**src/rtl/iic_pkg.sv**
```systemverilog
// iic_pkg: state codes, bit-count constants and defaults shared by the
// I2C responder and its bus synchroniser.
package iic_pkg;

    // 8-bit state codes; same numbering as the master's nstate debug codes.
    typedef enum logic [7:0] {
        ST_IDLE    = 8'h00,
        ST_DEVADDR = 8'h01,
        ST_ACK_DEV = 8'h02,
        ST_REG_HI  = 8'h03,
        ST_ACK_HI  = 8'h04,
        ST_REG_LO  = 8'h05,
        ST_ACK_LO  = 8'h06,
        ST_WR_DATA = 8'h07,
        ST_ACK_WR  = 8'h08,
        ST_RD_LOAD = 8'h09,
        ST_RD_DATA = 8'h0A,
        ST_RD_ACK  = 8'h0B
    } iic_state_e;

    localparam logic [3:0] IIC_BYTE_BITS    = 4'd8;
    localparam logic [6:0] IIC_DEV_ADDR_DEF = 7'h3C;
    // clk_8m cycles from a detected SCL fall to an SDA update; three cycles
    // leaves room for the read-data fetch before the first bit goes out.
    localparam int         IIC_DRV_DLY      = 3;

    // States in which SCL pulses shift a data bit (in or out).
    function automatic logic is_rx_state(input iic_state_e s);
        return (s == ST_DEVADDR) || (s == ST_REG_HI) || (s == ST_REG_LO) ||
               (s == ST_WR_DATA) || (s == ST_RD_DATA);
    endfunction

endpackage

```
**src/rtl/iic_bus_sync.sv**
```systemverilog
// iic_bus_sync: SYNC_STAGES-deep synchroniser on SCL/SDA plus SCL edge and
// START/STOP condition detection on the synchronised pair.
module iic_bus_sync #(
    parameter int SYNC_STAGES = 2
) (
    input  logic clk_8m,
    input  logic rst_n,
    input  logic scl_i,
    input  logic sda_i,
    output logic sda_s_o,
    output logic scl_rise_o,
    output logic scl_fall_o,
    output logic start_o,
    output logic stop_o
);
    logic [SYNC_STAGES-1:0] scl_sync_q, sda_sync_q;
    logic                   scl_prev_q, sda_prev_q;
    logic                   scl_s;

    // Synchroniser chains plus one history stage; the bus idles high.
    always_ff @(posedge clk_8m or negedge rst_n) begin
        if (!rst_n) begin
            scl_sync_q <= '1;
            sda_sync_q <= '1;
            scl_prev_q <= 1'b1;
            sda_prev_q <= 1'b1;
        end else begin
            scl_sync_q <= {scl_sync_q[SYNC_STAGES-2:0], scl_i};
            sda_sync_q <= {sda_sync_q[SYNC_STAGES-2:0], sda_i};
            scl_prev_q <= scl_s;
            sda_prev_q <= sda_s_o;
        end
    end

    assign scl_s      = scl_sync_q[SYNC_STAGES-1];
    assign sda_s_o    = sda_sync_q[SYNC_STAGES-1];
    assign scl_rise_o = scl_s & ~scl_prev_q;
    assign scl_fall_o = ~scl_s & scl_prev_q;
    assign start_o    = scl_s & scl_prev_q & sda_prev_q & ~sda_s_o;
    assign stop_o     = scl_s & scl_prev_q & ~sda_prev_q & sda_s_o;

endmodule

```
**src/rtl/iic_slave_resp.sv**
```systemverilog
// iic_slave_resp: I2C target with 7-bit device address, 16-bit register
// pointer and 8-bit data, driving a synchronous register port.
// Optional: IIC_SLV_AUTOINC_EN makes reg_addr advance after every data byte.
module iic_slave_resp
    import iic_pkg::*;
#(
    parameter logic [6:0] DEV_ADDR    = IIC_DEV_ADDR_DEF,
    parameter int         SYNC_STAGES = 2
) (
    input  logic        clk_8m,
    input  logic        rst_n,
    input  logic        scl_i,
    input  logic        sda_i,
    output logic        sda_o,
    output logic        sda_t,
    output logic [15:0] reg_addr,
    output logic [7:0]  reg_wdata,
    output logic        reg_we,
    output logic        reg_re,
    input  logic [7:0]  reg_rdata,
    output logic        busy,
    output logic        err,
    output logic [7:0]  nstate,
    output logic [15:0] Rec_count
);
    iic_state_e             state_q, state_d;
    logic [3:0]             cnt_q;
    logic                   bit_q, bit_vld_q, rw_q, we_q, ld_q;
    logic                   busy_q, err_q, sda_t_q, drive_rel;
    logic [7:0]             shift_q, reg_hi_q, wdata_q;
    logic [15:0]            addr_q, rec_q;
    logic [IIC_DRV_DLY-1:0] upd_q;
    logic                   sda_s, scl_rise, scl_fall, start, stop;
    logic                   bit_done, byte_done, rb_err;
    logic [7:0]             rx_byte;

    iic_bus_sync #(.SYNC_STAGES(SYNC_STAGES)) u_sync (
        .clk_8m     (clk_8m),
        .rst_n      (rst_n),
        .scl_i      (scl_i),
        .sda_i      (sda_i),
        .sda_s_o    (sda_s),
        .scl_rise_o (scl_rise),
        .scl_fall_o (scl_fall),
        .start_o    (start),
        .stop_o     (stop)
    );

    // A bit is committed on the SCL fall that follows its sampling rise, so
    // the rise that opens a STOP/Sr is never mistaken for a data bit.
    assign bit_done  = scl_fall & bit_vld_q;
    assign byte_done = bit_done & (cnt_q == IIC_BYTE_BITS - 4'd1);
    assign rx_byte   = {shift_q[6:0], bit_q};
    assign rb_err    = scl_rise & ~sda_t_q & sda_s;

    // State register.
    always_ff @(posedge clk_8m or negedge rst_n) begin
        if (!rst_n) state_q <= ST_IDLE;
        else        state_q <= state_d;
    end

    // Next-state logic; START/STOP override every state.
    always_comb begin
        state_d = state_q;
        if (start)     state_d = ST_DEVADDR;
        else if (stop) state_d = ST_IDLE;
        else begin
            case (state_q)
                ST_DEVADDR: if (byte_done)
                    state_d = (rx_byte[7:1] == DEV_ADDR) ? ST_ACK_DEV : ST_IDLE;
                ST_ACK_DEV: if (bit_done) state_d = rw_q ? ST_RD_LOAD : ST_REG_HI;
                ST_REG_HI:  if (byte_done) state_d = ST_ACK_HI;
                ST_ACK_HI:  if (bit_done)  state_d = ST_REG_LO;
                ST_REG_LO:  if (byte_done) state_d = ST_ACK_LO;
                ST_ACK_LO:  if (bit_done)  state_d = ST_WR_DATA;
                ST_WR_DATA: if (byte_done) state_d = ST_ACK_WR;
                ST_ACK_WR:  if (bit_done)  state_d = ST_WR_DATA;
                ST_RD_LOAD: state_d = ST_RD_DATA;
                ST_RD_DATA: if (byte_done) state_d = ST_RD_ACK;
                ST_RD_ACK:  if (bit_done)  state_d = bit_q ? ST_IDLE : ST_RD_LOAD;
                default:    state_d = ST_IDLE;
            endcase
        end
    end

    // Outputs decoded from state: read strobe and the SDA value to apply.
    always_comb begin
        reg_re    = (state_q == ST_RD_LOAD);
        drive_rel = 1'b1;
        case (state_q)
            ST_ACK_DEV, ST_ACK_HI, ST_ACK_LO, ST_ACK_WR: drive_rel = 1'b0;
            ST_RD_DATA: drive_rel = shift_q[7];
            default:    drive_rel = 1'b1;
        endcase
    end

    // Datapath: bit capture, shift register, pointer, strobes, flags, SDA.
    always_ff @(posedge clk_8m or negedge rst_n) begin
        if (!rst_n) begin
            cnt_q     <= '0;
            bit_q     <= 1'b1;
            bit_vld_q <= 1'b0;
            rw_q      <= 1'b0;
            we_q      <= 1'b0;
            ld_q      <= 1'b0;
            busy_q    <= 1'b0;
            err_q     <= 1'b0;
            sda_t_q   <= 1'b1;
            shift_q   <= '0;
            reg_hi_q  <= '0;
            wdata_q   <= '0;
            addr_q    <= '0;
            rec_q     <= '0;
            upd_q     <= '0;
        end else begin
            upd_q <= {upd_q[IIC_DRV_DLY-2:0], scl_fall};
            ld_q  <= (state_q == ST_RD_LOAD);
            we_q  <= 1'b0;

            if (scl_rise) begin
                bit_q     <= sda_s;
                bit_vld_q <= 1'b1;
            end else if (scl_fall || start) begin
                bit_vld_q <= 1'b0;
            end

            // reg_rdata is valid the cycle after reg_re.
            if (start || stop) cnt_q <= '0;
            else if (ld_q) shift_q <= reg_rdata;
            else if (bit_done && is_rx_state(state_q)) begin
                shift_q <= rx_byte;
                cnt_q   <= byte_done ? 4'd0 : cnt_q + 4'd1;
            end

            if (state_q == ST_DEVADDR && byte_done) rw_q <= rx_byte[0];
            if (state_q == ST_REG_HI && byte_done) reg_hi_q <= rx_byte;
            if (state_q == ST_WR_DATA && byte_done) begin
                wdata_q <= rx_byte;
                we_q    <= 1'b1;
            end

            if (state_q == ST_REG_LO && byte_done) addr_q <= {reg_hi_q, rx_byte};
`ifdef IIC_SLV_AUTOINC_EN
            else if (we_q || ld_q) addr_q <= addr_q + 16'd1;
`endif

            if (stop) busy_q <= 1'b0;
            else if (state_q == ST_DEVADDR && byte_done)
                busy_q <= (rx_byte[7:1] == DEV_ADDR);

            if (((start || stop) && cnt_q != 4'd0) || rb_err) err_q <= 1'b1;
            else if (start) err_q <= 1'b0;

            if (start) rec_q <= '0;
            else if (byte_done && (state_q == ST_WR_DATA || state_q == ST_RD_DATA) &&
                     rec_q != 16'hFFFF)
                rec_q <= rec_q + 16'd1;

            if (start || stop) sda_t_q <= 1'b1;
            else if (upd_q[IIC_DRV_DLY-1]) sda_t_q <= drive_rel;
        end
    end

    assign sda_o     = 1'b0;
    assign sda_t     = sda_t_q;
    assign reg_addr  = addr_q;
    assign reg_wdata = wdata_q;
    assign reg_we    = we_q;
    assign busy      = busy_q;
    assign err       = err_q;
    assign nstate    = state_q;
    assign Rec_count = rec_q;

endmodule

```
**config.mk**
```make
export PLATFORM = sky130hd
export DESIGN_NAME = iic_slave_resp
export DESIGN_NICKNAME = d
export VERILOG_FILES = /design/src/rtl/iic_pkg.sv /design/src/rtl/iic_bus_sync.sv /design/src/rtl/iic_slave_resp.sv
export SDC_FILE = /design/constraint.sdc
export NUM_CORES = 1
export LEC_CHECK = 0
export BUFFER_PORTS_ARGS = -buffer_cell sky130_fd_sc_hd__buf_4
export CAP_MARGIN = 20
export CORE_MARGIN = 2
export CORE_UTILIZATION = 30
export DETAILED_ROUTE_END_ITERATION = 10
export HOLD_SLACK_MARGIN = 0.03
export PLACE_DENSITY_LB_ADDON = 0.08
export SLEW_MARGIN = 25
export SYNTH_ARGS = -nofsm -noshare
export SYNTH_HDL_FRONTEND = slang
export SYNTH_SLANG_ARGS = --single-unit
```
**constraint.sdc**
```tcl
create_clock -name clk_8m -period 2.7 [get_ports clk_8m]
set_clock_uncertainty 0.05 [all_clocks]
set_input_delay 0.27 -clock clk_8m [delete_from_list [all_inputs] [get_ports clk_8m]]
set_output_delay 0.27 -clock clk_8m [all_outputs]
set_load 0.05 [all_outputs]
```
# Word level (Yosys, flattened, before mapping)

Index checks and enable logic that the tools add are counted.

Eq/ne operators: 24
Reduce and logical (&&, ||, !) cells: 29
Bitwise operators: 17
Mux-type cells: 33
$add $sub $neg: 2

Operators by type and width:

| cell                    | number |
|---|---|
| $mux W8                 | 13 |
| $pmux W8 S10            | 1 |
| $eq A8 B3 Y1 const B    | 4 |
| $eq A8 B4 Y1 const B    | 4 |
| $mux W16                | 2 |
| $ne A4 B4 Y1 const B    | 8 |
| $mux W4                 | 6 |
| $add A16 B1 Y16 const B | 1 |
| $eq A8 B2 Y1 const B    | 2 |
| $ne A16 B16 Y1 const B  | 1 |
| $reduce_bool A2 Y1      | 7 |
| $and A1 B1 Y1           | 11 |
| $mux W1                 | 9 |
| $reduce_and A9 Y1       | 1 |
| $eq A8 B1 Y1 const B    | 1 |
| $logic_and A1 B1 Y1     | 8 |
| $logic_or A1 B1 Y1      | 8 |
| $eq A7 B6 Y1 const B    | 1 |
| $not A1 Y1              | 6 |
| $add A4 B1 Y4 const B   | 1 |
| $eq A4 B3 Y1 const B    | 1 |
| $ne A4 B1 Y1 const B    | 1 |
| $reduce_and A2 Y1       | 2 |
| $reduce_bool A4 Y1      | 1 |
| 5 further kinds         | 5 |

Word-level logic and storage cells: 125
Bits in registers: 85

# Longest topological paths before layout

Gate-level depths: netlist of run 1.

Depth in word-level cells: 9
Mapped depth: 7

# Modules after synthesis

From an unflattened synthesis of run 1, not the netlist that was laid out.

Cell total of the unflattened synthesis: 340
Area total of the unflattened synthesis: 3858.7 um^2

Modules (own cells, without submodules):

| module         | instances | area an instance (um^2) | cells an instance |
|---|---|---|---|
| iic_slave_resp | 1         | 3668.5                  | 330 |
| iic_bus_sync   | 1         | 190.2                   | 10 |

# Worst setup path after synthesis of run 1

No wires, ideal clock.

Kind: reg2reg
Start: register state_q[3] (netlist: nstate[3])
End: register addr_q[10] (netlist: reg_addr[10])
Arrival time: 2.002 ns
Buffers on the path: 3
Library setup time: 0.125 ns
Clock period less this slack: 2.176 ns
Stages on the path, launching flop included: 7
Slack: 0.524 ns
Path through: dfrtp_1 > buf_4 > nand2b_1 > clkbuf_1 > nor3_4 > buf_4 > mux2_2

Cells in the longest elaborated chain, start to end: 2

RTL lines:

| what                   | RTL line              | RTL |
|---|---|---|
| from (decl)            | iic_slave_resp.sv:26  | `iic_state_e state_q, state_d;` |
| from (signal assigned) | iic_slave_resp.sv:59  | `else state_q <= state_d;` |
| $eq A8 B3 Y1           | iic_slave_resp.sv:142 | `if (state_q == ST_REG_LO && byte_done) addr_q <= {reg_hi_q, rx_byte};` |
| $logic_and A1 B1 Y1    | iic_slave_resp.sv:142 |  |
| to (signal assigned)   | iic_slave_resp.sv:142 |  |
| to (decl)              | iic_slave_resp.sv:31  | `logic [15:0] addr_q, rec_q;` |

Every way passes these cells.
A chain may end at the register's enable or synchronous reset.

# Worst setup path in the final report of run 1

Start: register state_q[0] (netlist: nstate[0])
End: register rec_q[14] (netlist: Rec_count[14])

Cells in the longest elaborated chain, start to end: 5
Elaborated cells between the ends (all ways): 6
Those cells by class: eq/ne (2); reduce/logical (4)

RTL lines:

| what                                                | RTL line              | RTL |
|---|---|---|
| $eq A8 B3 Y1 / $eq A8 B4 Y1 (equally long branches) | iic_slave_resp.sv:155 | `else if (byte_done && (state_q == ST_WR_DATA \|\| state_q == ST_RD_DATA) &&` |
| $logic_or A1 B1 Y1 *                                | iic_slave_resp.sv:155 |  |
| $logic_and A1 B1 Y1 * (2 in series)                 | iic_slave_resp.sv:155 |  |
| $reduce_bool A2 Y1 (no source line) *               | n/a                   |  |
| to (signal assigned)                                | iic_slave_resp.sv:157 | `rec_q <= rec_q + 16'd1;` |
| to (decl)                                           | iic_slave_resp.sv:31  |  |

Mark *: on every way between the ends. The rest lies on a longest branch, timed or not.

==> flow_summary.json, run 1 <==
{
  "max_freq_mhz": 454.3,
  "finalInstanceArea_um2": 4882,
  "finalSetupTns_ns": 0,
  "drt-wirelength-per-cell_um": 15.46,
  "floorplan.die.width_um": 118.8,
  "cp_slowest_stage_delay_ns": 0.60,
  "seqCellArea_um2": 2037,
  "area_of_the_placeable_core_um2": 12720,
  "yosysUniqueCellTypes": 53,
  "routed_wirelength_um": 8891,
  "cap_violations": 0,
  "portBuffers": 60,
  "postSynthAreaPerCell_um2": 11.73,
  "postPlaceCellArea_um2": 4554,
  "postSynth.asyncResetShare_pct": 100.0,
  "initial_utilization_pct": 31.07,
  "postSynth.topFlopCell": "dfrtp_1",
  "dp.cells": 556,
  "worst_slack_ns": 0.4987,
  "pin_count": 66,
  "pwr_per_cell_area_nw_per_um2": 671.2,
  "worst-path-max-fanout": 19,
  "syn_area_um2": 3953,
  "clk_transition_reported_paths_ns": 0.06,
  "cts_num_sinks": 81,
  "cp_top_family": "simple AND/OR/NAND/NOR gates",
  "grt_first_pass_wirelength_um": 14880,
  "critical-path-slowest-cell": "dfrtp_1",
  "drt-initial-drc-count": 149,
  "drt-pass1-iter-count": 4,
  "layout.cells.non_filler": 575,
  "vias_per_cell": 4.750,
  "clock_tree_from_tritoncts": "done",
  "share_of_the_yosys_chip_area_belonging_to_registers_pct": 51.54,
  "synth-seq-cells": 81,
  "clock_tree.root_cell": "clkbuf_16",
  "remaining_overflow_grt": 0,
  "via_count_of_the_first_global_routing_pass": 2781,
  "die_height_um": 118.8,
  "drt_drc_violations_left": 0,
  "fp-row-count": 41,
  "leakage_nw": 2.215,
  "dp_hpwl_um": 6218,
  "worstPathBufferInverterCount": 0,
  "yosys_warnings": 0,
  "min_period_over_period_pct": 81.53,
  "final_max_slew_viol_count": 0,
  "die-area_um2": 14110,
  "gp_congestion": 0.7510,
  "final_layout_size_suffix_gt1_share_pct": 34.49,
  "final_hold_viol_count": 0,
  "multi_input_comb_area_um2": 1764,
  "layout.nets": 413,
  "grtUsageTotal_pct": 13.52,
  "antenna_violating_nets_post_route": 0,
  "crit_chain": "and3b_1 > o2111ai_4 > nor2_1 > and4b_1 > nor3_1",
  "max_slew_margin_pct": 42.97,
  "status": "completed",
  "grt_start_max_net_pins": 46,
  "vdd_ir_drop_max_uv": 379.6,
  "synth_edf_count": 0,
  "startpoint_type": "flip-flop",
  "max_slew.worst_pin.slew_ns": 0.8497,
  "num-fill-cells": 1310,
  "cp_data_arrival_time_ns": 2.41,
  "report.final.setup_viol": 0,
  "num_antenna_cells": 0,
  "period_needed_ns": 2.201,
  "antenna_found_initial": 0,
  "worst_ep_required_time_ns": 2.91,
  "cp-end-kind": "flip-flop",
  "cts_htree_levels": 3,
  "area_growth_syn_to_fin_pct": 23.52,
  "timing.setup.critical_path_class": "reg2reg",
  "setup_slack_placement_ns": 0.4838,
  "setup_repair_after_global_routing_missed_its_margin": "no",
  "cts_made_buffers": 9,
  "vias": 2731,
  "timing.hold.worst.class": "in2reg",
  "clk_latency_ns": 0.34,
  "cts_buffer_depth": 2,
  "synthesis.instances": 337
}
final timing paths:
check | startpoint | to | slack (ns) | cells after the start
setup / recovery | nstate[0] | Rec_count[14] | 0.50 | 5
hold / removal | reg_rdata[3] | shift_q[3] | 0.18 | 3
setup reg to reg | nstate[0] | Rec_count[14] | 0.50 | 5
hold reg to reg | upd_q[0] | upd_q[1] | 0.29 | 0
max in group asynchronous | rst_n | reg_wdata[7] | 1.59 | 3
min in group asynchronous | rst_n | Rec_count[2] | 0.39 | 2
Yosys cell counts (all sizes together), types with 8 or more instances:
library cell | count | area share [%]
dfrtp | 73 | 46
buf | 12 | 2.4
mux2i | 11 | 2.8
a21oi | 10 | 1.4
mux2 | 34 | 9.7
o21ai | 20 | 2.5
xnor2 | 13 | 2.9
nor2 | 19 | 1.8
inv | 8 | 0.76
nand2b | 8 | 1.3
dfstp | 8 | 5.3
a211oi | 9 | 2.1
nand3 | 9 | 1.1
nand2 | 26 | 2.7
clkbuf | 11 | 1.0
what timing repair did:
item,CTS,global route
gates resized for setup,0,0
hold endpoints to repair,30,0
hold buffers,3,0
buffers inserted,0,0
power by group:
group | internal [mW] | switching [mW] | total [mW]
sequential | 1.32 | 0.191 | 1.51
clock | 0.738 | 0.493 | 1.23
combinational | 0.205 | 0.331 | 0.536
total | 2.26 | 1.02 | 3.28
per-layer routing:
| layer | share of wire (%) | vias up | wire [um] | track usage (%) |
|---|---|---|---|---|
| li1 | - | 1319 | - | - |
| met1 | 48 | 1348 | 4245 | 17.70 |
| met2 | 46 | 51 | 4076 | 20.62 |
| met3 | 4.5 | 13 | 396 | 4.778 |
| met4 | 1.9 | 0 | 172 | 4.836 |
| met5 | 0 | - | 0 | 0 |
sequential cells by signal (all words and copies together) (netlist names):
name and flops:
u_sync.scl_prev_q 1, Rec_count 16, busy 1, upd_q 3, bit_q 1, shift_q 8, reg_wdata 8, nstate 4
reg_hi_q 8, u_sync.sda_sync_q 2, rw_q 1, sda_t 1, reg_we 1, reg_addr 16, bit_vld_q 1, cnt_q 4
u_sync.sda_prev_q 1, err 1, ld_q 1, u_sync.scl_sync_q 2
final cells by class:
cell class	instances	share of cell area, %
inverter	8	0.6151
sequential	81	41.72
multi-input combinational	229	36.14
timing repair buffer	69	11.02
clock inverter	5	1.128
tap	172	4.408
clock buffer	11	4.972
cells in the final DEF (no fill, tap or decap), types with 3 or more instances in the layout:
cell and n:
and4b_1 3, dfrtp_1 73, nor3b_1 3, conb_1 5, o31ai_1 3, xnor2_1 13, ha_1 3, nand2_1 25
nand2b_1 8, inv_1 8, nor3_1 4, dlygate4sd3_1 3, and3_1 3, a211oi_2 3, a21oi_1 9, a211oi_1 6
buf_4 65, nand3b_1 4, nand3_1 9, dfstp_2 8, nor2_1 19, mux2i_1 11, and3b_1 3, clkbuf_16 9
mux2_2 34, nand4_1 4, and4_1 3, o21ai_0 19, o211ai_1 3
through the flow:
step	total power, mW	util, %	hold slack (ns)
after floorplan	1.869	-	-0.07559
after global placement	2.071	35.80	0.2186
after detailed placement	2.077	35.80	0.2188
after CTS	3.327	38.38	0.1710
after global routing	3.466	38.38	0.1853
final	3.277	38.38	0.1758
tightest hold or removal path, delay by kind of cell:
family          cells  cell delay [ns]
compound gates      1             0.13
buf+inv             1             0.08
mux                 1             0.05
cells by family after synthesis:
family | share of synthesized area, %
AND/OR/NAND/NOR | 15.67
flip-flops | 51.54
AO/OA/AOI/OAI | 12.19
multiplexers | 12.47
buffers and inverters | 4.210
XOR/XNOR | 2.881
adder cells (fa/ha/maj) | 0.9498
other | 0.09488
No activity file was read; power rests on OpenSTA's default activity.
==> run 2, diff against run 1 <==
==> constraint.sdc (replaced) <==
create_clock -name clk_8m -period 1.9 [get_ports clk_8m]
set_clock_uncertainty 0.05 [all_clocks]
set_input_delay 0.19 -clock clk_8m [delete_from_list [all_inputs] [get_ports clk_8m]]
set_output_delay 0.19 -clock clk_8m [all_outputs]
set_load 0.05 [all_outputs]
==> flow_summary.json, run 2 (synthesis results as in run 1) <==
{
  "status": "completed",
  "antenna_found_initial": 0,
  "period_needed_ns": 1.855,
  "layout.cells.most_common": "buf_4",
  "max_freq_mhz": 539.2,
  "timing.hold.worst.class": "in2reg",
  "clk_latency_ns": 0.34,
  "dp_hpwl_um": 6790,
  "worst_ep_required_time_ns": 2.07,
  "remaining_overflow_grt": 0,
  "total_power_mw": 5.023,
  "area_growth_syn_to_fin_pct": 38.68,
  "grtUsageTotal_pct": 14.14,
  "final_max_slew_viol_count": 0,
  "die-area_um2": 14110,
  "final_layout_size_suffix_gt1_share_pct": 48.36,
  "cp_top_family": "simple AND/OR/NAND/NOR gates",
  "startpoint_type": "flip-flop",
  "initial_utilization_pct": 31.07,
  "antenna_violating_nets_post_route": 0,
  "worst-path-max-fanout": 6,
  "via_count_of_the_first_global_routing_pass": 3012,
  "cap_violations": 0,
  "num-fill-cells": 1247,
  "setup_repair_after_global_routing_missed_its_margin": "yes",
  "mostFrequentLayoutCells": "buf_4 (113), dfrtp_1 (56), mux2_2 (32)",
  "vdd_ir_drop_max_uv": 578.9,
  "die_height_um": 118.8,
  "cts_num_sinks": 81,
  "vias": 2938,
  "gp_congestion": 0.7682,
  "report.final.setup_viol": 0,
  "leakage_nw": 2.483,
  "pwr_per_cell_area_nw_per_um2": 916.4,
  "min_period_over_period_pct": 97.61,
  "pin_count": 66,
  "fp-row-count": 41,
  "num_antenna_cells": 0,
  "routed_wirelength_um": 9535,
  "max_slew.worst_pin.slew_ns": 0.5251,
  "final_hold_viol_count": 0,
  "cts_made_buffers": 9,
  "clock_tree.root_cell": "clkbuf_16",
  "layout.nets": 467,
  "crit_chain": "and3b_2 > buf_12 > nand2_8 > nor4_2 > buf_4 > mux2_2",
  "vias_per_cell": 4.671,
  "drt-initial-drc-count": 135,
  "cts_buffer_depth": 2,
  "drt_drc_violations_left": 0,
  "finalSetupTns_ns": 0,
  "portBuffers": 60,
  "area_of_the_placeable_core_um2": 12720,
  "cp_slowest_stage_delay_ns": 0.52,
  "layout.cells.non_filler": 629,
  "drt-wirelength-per-cell_um": 15.16,
  "max_slew_margin_pct": 65.00,
  "worstPathBufferInverterCount": 2,
  "clk_transition_reported_paths_ns": 0.06,
  "grt_first_pass_wirelength_um": 15720,
  "floorplan.die.width_um": 118.8,
  "critical-path-slowest-cell": "dfstp_2",
  "cp_data_arrival_time_ns": 2.02,
  "timing.setup.critical_path_class": "reg2reg",
  "dp.cells": 599,
  "grt_start_max_net_pins": 40,
  "clock_tree_from_tritoncts": "done",
  "drt-pass1-iter-count": 4,
  "cp-end-kind": "flip-flop",
  "tightest_hold_margin_ns": 0.1047,
  "cts_htree_levels": 3
}
## run 2: cell count changes in the layout (fill, tap and decap cells not counted), sizes merged
| cell | before | now |
|---|---|---|
| bufinv | 1 | 2 |
| inv | 8 | 9 |
| clkinvlp | 2 | 0 |
| buf | 66 | 120 |
| clkbuf | 11 | 12 |
| clkinv | 2 | 1 |
## run 2: worst register-to-register path: cells and delay by family, from the launching register on
kind                   cells  cell delay (ns)
AND/OR/NAND/NOR            3             0.53
flip-flops                 1             0.52
multiplexers               1             0.32
buffers and inverters      2             0.31
## run 2: final cells by class
class	instances	area [um^2]	area share, %
clock buffer	12	256.5	4.679
tap	172	215.2	3.926
clock inverter	4	73.82	1.347
multi-input combinational	229	1847	33.69
inverter	8	30.03	0.5478
sequential	81	2058	37.55
timing repair buffer	123	1001	18.26
## run 2: path summary, 6_finish.rpt
path / from / to / slack (ns) / cells past startpoint
worst max register to register: u_sync.scl_prev_q / rw_q / 0.05 / 6
worst min-delay path: reg_rdata[5] / shift_q[5] / 0.10 / 3
min in group asynchronous: rst_n / Rec_count[4] / 0.32 / 2
worst max-delay path: u_sync.scl_prev_q / rw_q / 0.05 / 6
max in group asynchronous: rst_n / u_sync.scl_sync_q[1] / 0.86 / 3
worst min register to register: upd_q[1] / upd_q[2] / 0.30 / 0
## run 2: power breakdown
group          internal, mW  switching, mW  leakage, nW
Clock                  1.23          0.680        0.163
Sequential             1.88          0.261         1.05
Combinational         0.435          0.543         1.27
## run 2: routing by layer
layer / vias up / routed length (um) / GRT usage, %
met4: 0 / 97 / 4.018
met5: - / 0 / 0
met2: 54 / 4392 / 21.44
met3: 7 / 383 / 4.633
li1: 1434 / - / -
met1: 1443 / 4661 / 19.23
## run 2: repair_timing
action | 4_1_cts | 5_1_grt
endpoints found under the setup margin | 26 | 41
gates resized for setup | 3 | 11
setup buffers | 4 | 7
hold buffers | 3 | 0
pin swaps | 0 | 4
hold endpoints to repair | 39 | 0
## run 2: stage by stage
stage / setup slack (ns) / cell area (um^2) / util [%]
2_1_floorplan: -0.02310 / 4041 / -
3_3_place_gp: -0.04284 / 4974 / 39.09
3_5_place_dp: -0.03335 / 4974 / 39.09
4_1_cts: 0.008309 / 5375 / 42.25
5_1_grt: -0.02603 / 5482 / 43.09
6_report: 0.04534 / 5482 / 43.09
==> run 3, diff against run 2 <==
--- a/config.mk
+++ b/config.mk
@@ -12,6 +12,7 @@
 export DETAILED_ROUTE_END_ITERATION = 10
 export HOLD_SLACK_MARGIN = 0.03
 export PLACE_DENSITY_LB_ADDON = 0.08
+export RECOVER_POWER = 25
 export SLEW_MARGIN = 25
 export SYNTH_ARGS = -nofsm -noshare
 export SYNTH_HDL_FRONTEND = slang
==> flow_summary.json, run 3 (synthesis results as in run 1) <==
{
  "grt_start_max_net_pins": 40,
  "routed_wirelength_um": 9536,
  "finalSetupTns_ns": 0,
  "drt-wirelength-per-cell_um": 15.16,
  "report.final.setup_viol": 0,
  "final_layout_size_suffix_gt1_share_pct": 48.14,
  "antenna_violating_nets_post_route": 0,
  "cts_htree_levels": 3,
  "portBuffers": 60,
  "remaining_overflow_grt": 0,
  "ff2ff_path_depth": 6,
  "drt_drc_violations_left": 0,
  "period_needed_ns": 1.855,
  "drt-initial-drc-count": 135,
  "layout.cells.most_common": "buf_4",
  "finalInstanceArea_um2": 5479,
  "cp_top_family": "simple AND/OR/NAND/NOR gates",
  "cp-end-kind": "flip-flop",
  "status": "completed",
  "gp_congestion": 0.7682,
  "max_freq_mhz": 539.2,
  "startpoint_type": "flip-flop",
  "cts_buffer_depth": 2,
  "die_height_um": 118.8,
  "grt_first_pass_wirelength_um": 15720,
  "grtUsageTotal_pct": 14.14,
  "dp_hpwl_um": 6790,
  "r2r-end": "rw_q",
  "worst_ep_required_time_ns": 2.07,
  "pwr_per_cell_area_nw_per_um2": 916.7,
  "area_of_the_placeable_core_um2": 12720,
  "worst_hold_path.endpoint": "shift_q[5]",
  "layout.nets": 467,
  "r2r_setup_slk_ns": 0.05,
  "clk_latency_ns": 0.34,
  "r2r-start": "u_sync.scl_prev_q",
  "initial_utilization_pct": 31.07,
  "cp_slowest_stage_delay_ns": 0.52,
  "cts_made_buffers": 9,
  "hp-start": "reg_rdata[5]",
  "cts_num_sinks": 81,
  "crit_chain": "and3b_2 > buf_12 > nand2_8 > nor4_2 > buf_4 > mux2_2",
  "drt-pass1-iter-count": 4,
  "vdd_ir_drop_max_uv": 577.2,
  "postPlaceCellArea_um2": 4974,
  "timing.setup.critical_path_class": "reg2reg",
  "cap_violations": 0,
  "fp-row-count": 41,
  "tightest_hold_margin_ns": 0.1047,
  "vias": 2937,
  "worst-path-max-fanout": 6,
  "pin_count": 66,
  "die-area_um2": 14110,
  "clk_transition_reported_paths_ns": 0.06,
  "mostFrequentLayoutCells": "buf_4 (110), dfrtp_1 (56), mux2_2 (32)",
  "postLayoutCoreUtil_pct": 43.07,
  "critical-path-slowest-cell": "dfstp_2",
  "max_slew_margin_pct": 32.20,
  "area_growth_syn_to_fin_pct": 38.62,
  "max_slew.worst_pin.slew_ns": 1.017,
  "floorplan.die.width_um": 118.8,
  "setup_repair_after_global_routing_missed_its_margin": "yes",
  "via_count_of_the_first_global_routing_pass": 3012,
  "clock_tree.root_cell": "clkbuf_16",
  "cp_data_arrival_time_ns": 2.02,
  "num_antenna_cells": 0,
  "min_path_cells": 3,
  "min_period_over_period_pct": 97.61,
  "leakage_nw": 2.481,
  "total_power_mw": 5.022,
  "vias_per_cell": 4.669,
  "final_max_slew_viol_count": 0,
  "final_hold_viol_count": 0,
  "antenna_found_initial": 0,
  "clock_tree_from_tritoncts": "done",
  "worstPathBufferInverterCount": 2,
  "timing.hold.worst.class": "in2reg",
  "worst_setup_path_startpoint": "u_sync.scl_prev_q"
}
## run 3: cell types whose count changed in the layout (fill, tap and decap cells not counted)
cell      previous run  this run
clkbuf_2             0         1
dfstp_1              0         1
clkbuf_4             0         2
buf_4              113       110
dfstp_2              8         7
## run 3: how the worst max path moves through the flow
stage | slack, ns | endpoint | cells past startpoint
final | 0.05 | rw_q | 6
after detailed placement | -0.03 | reg_addr[6] | 6
after global routing | -0.03 | reg_hi_q[3] | 6
after global placement | -0.04 | rw_q | 6
after CTS | 0.008 | reg_hi_q[4] | 6
after floorplan | -0.02 | reg_addr[10] | 6
## run 3: routing by layer
layer  GRT usage, %  part of all wire, %  up-vias
met5              0                    0        -
li1               -                    -     1434
met3          4.633                  4.0        7
met1          19.23                   49     1442
met4          4.018                  1.0        0
met2          21.44                   46       54
## run 3: cell type report
type / instances / area (um^2)
Clock buffer: 12 / 256.5
Clock inverter: 4 / 73.82
Fill cell: 1247 / 7243
Inverter: 8 / 30.03
Multi-Input combinational cell: 229 / 1847
Sequential cell: 81 / 2058
Tap cell: 172 / 215.2
Timing Repair Buffer: 123 / 998.5
## run 3: worst min-delay path, cell delays in order
cell,delay [ns]
buf_4,0.08
mux2i_1,0.05
o21ai_0,0.13
## run 3: power by group
group | leakage [nW] | total [mW] | switching [mW] | internal [mW]
sequential | 1.05 | 2.14 | 0.261 | 1.88
combinational | 1.27 | 0.977 | 0.543 | 0.434
clock | 0.163 | 1.91 | 0.681 | 1.23
total | 2.48 | 5.02 | 1.49 | 3.54
## run 3: what timing repair did
action / in CTS / in global routing
endpoints found under the hold margin: 39 / 0
pin swaps: 0 / 4
gates cloned: 0 / 0
setup endpoints to repair: 26 / 41
setup buffers: 4 / 7
resized for setup: 3 / 11
hold buffers: 3 / 0
## run 3: stage by stage
step,std cells,worst slack [ns]
final,629,0.04540
after global routing,629,-0.02603
after CTS,622,0.008309
after detailed placement,599,-0.03335
after global placement,599,-0.04284
after floorplan,341,-0.02310
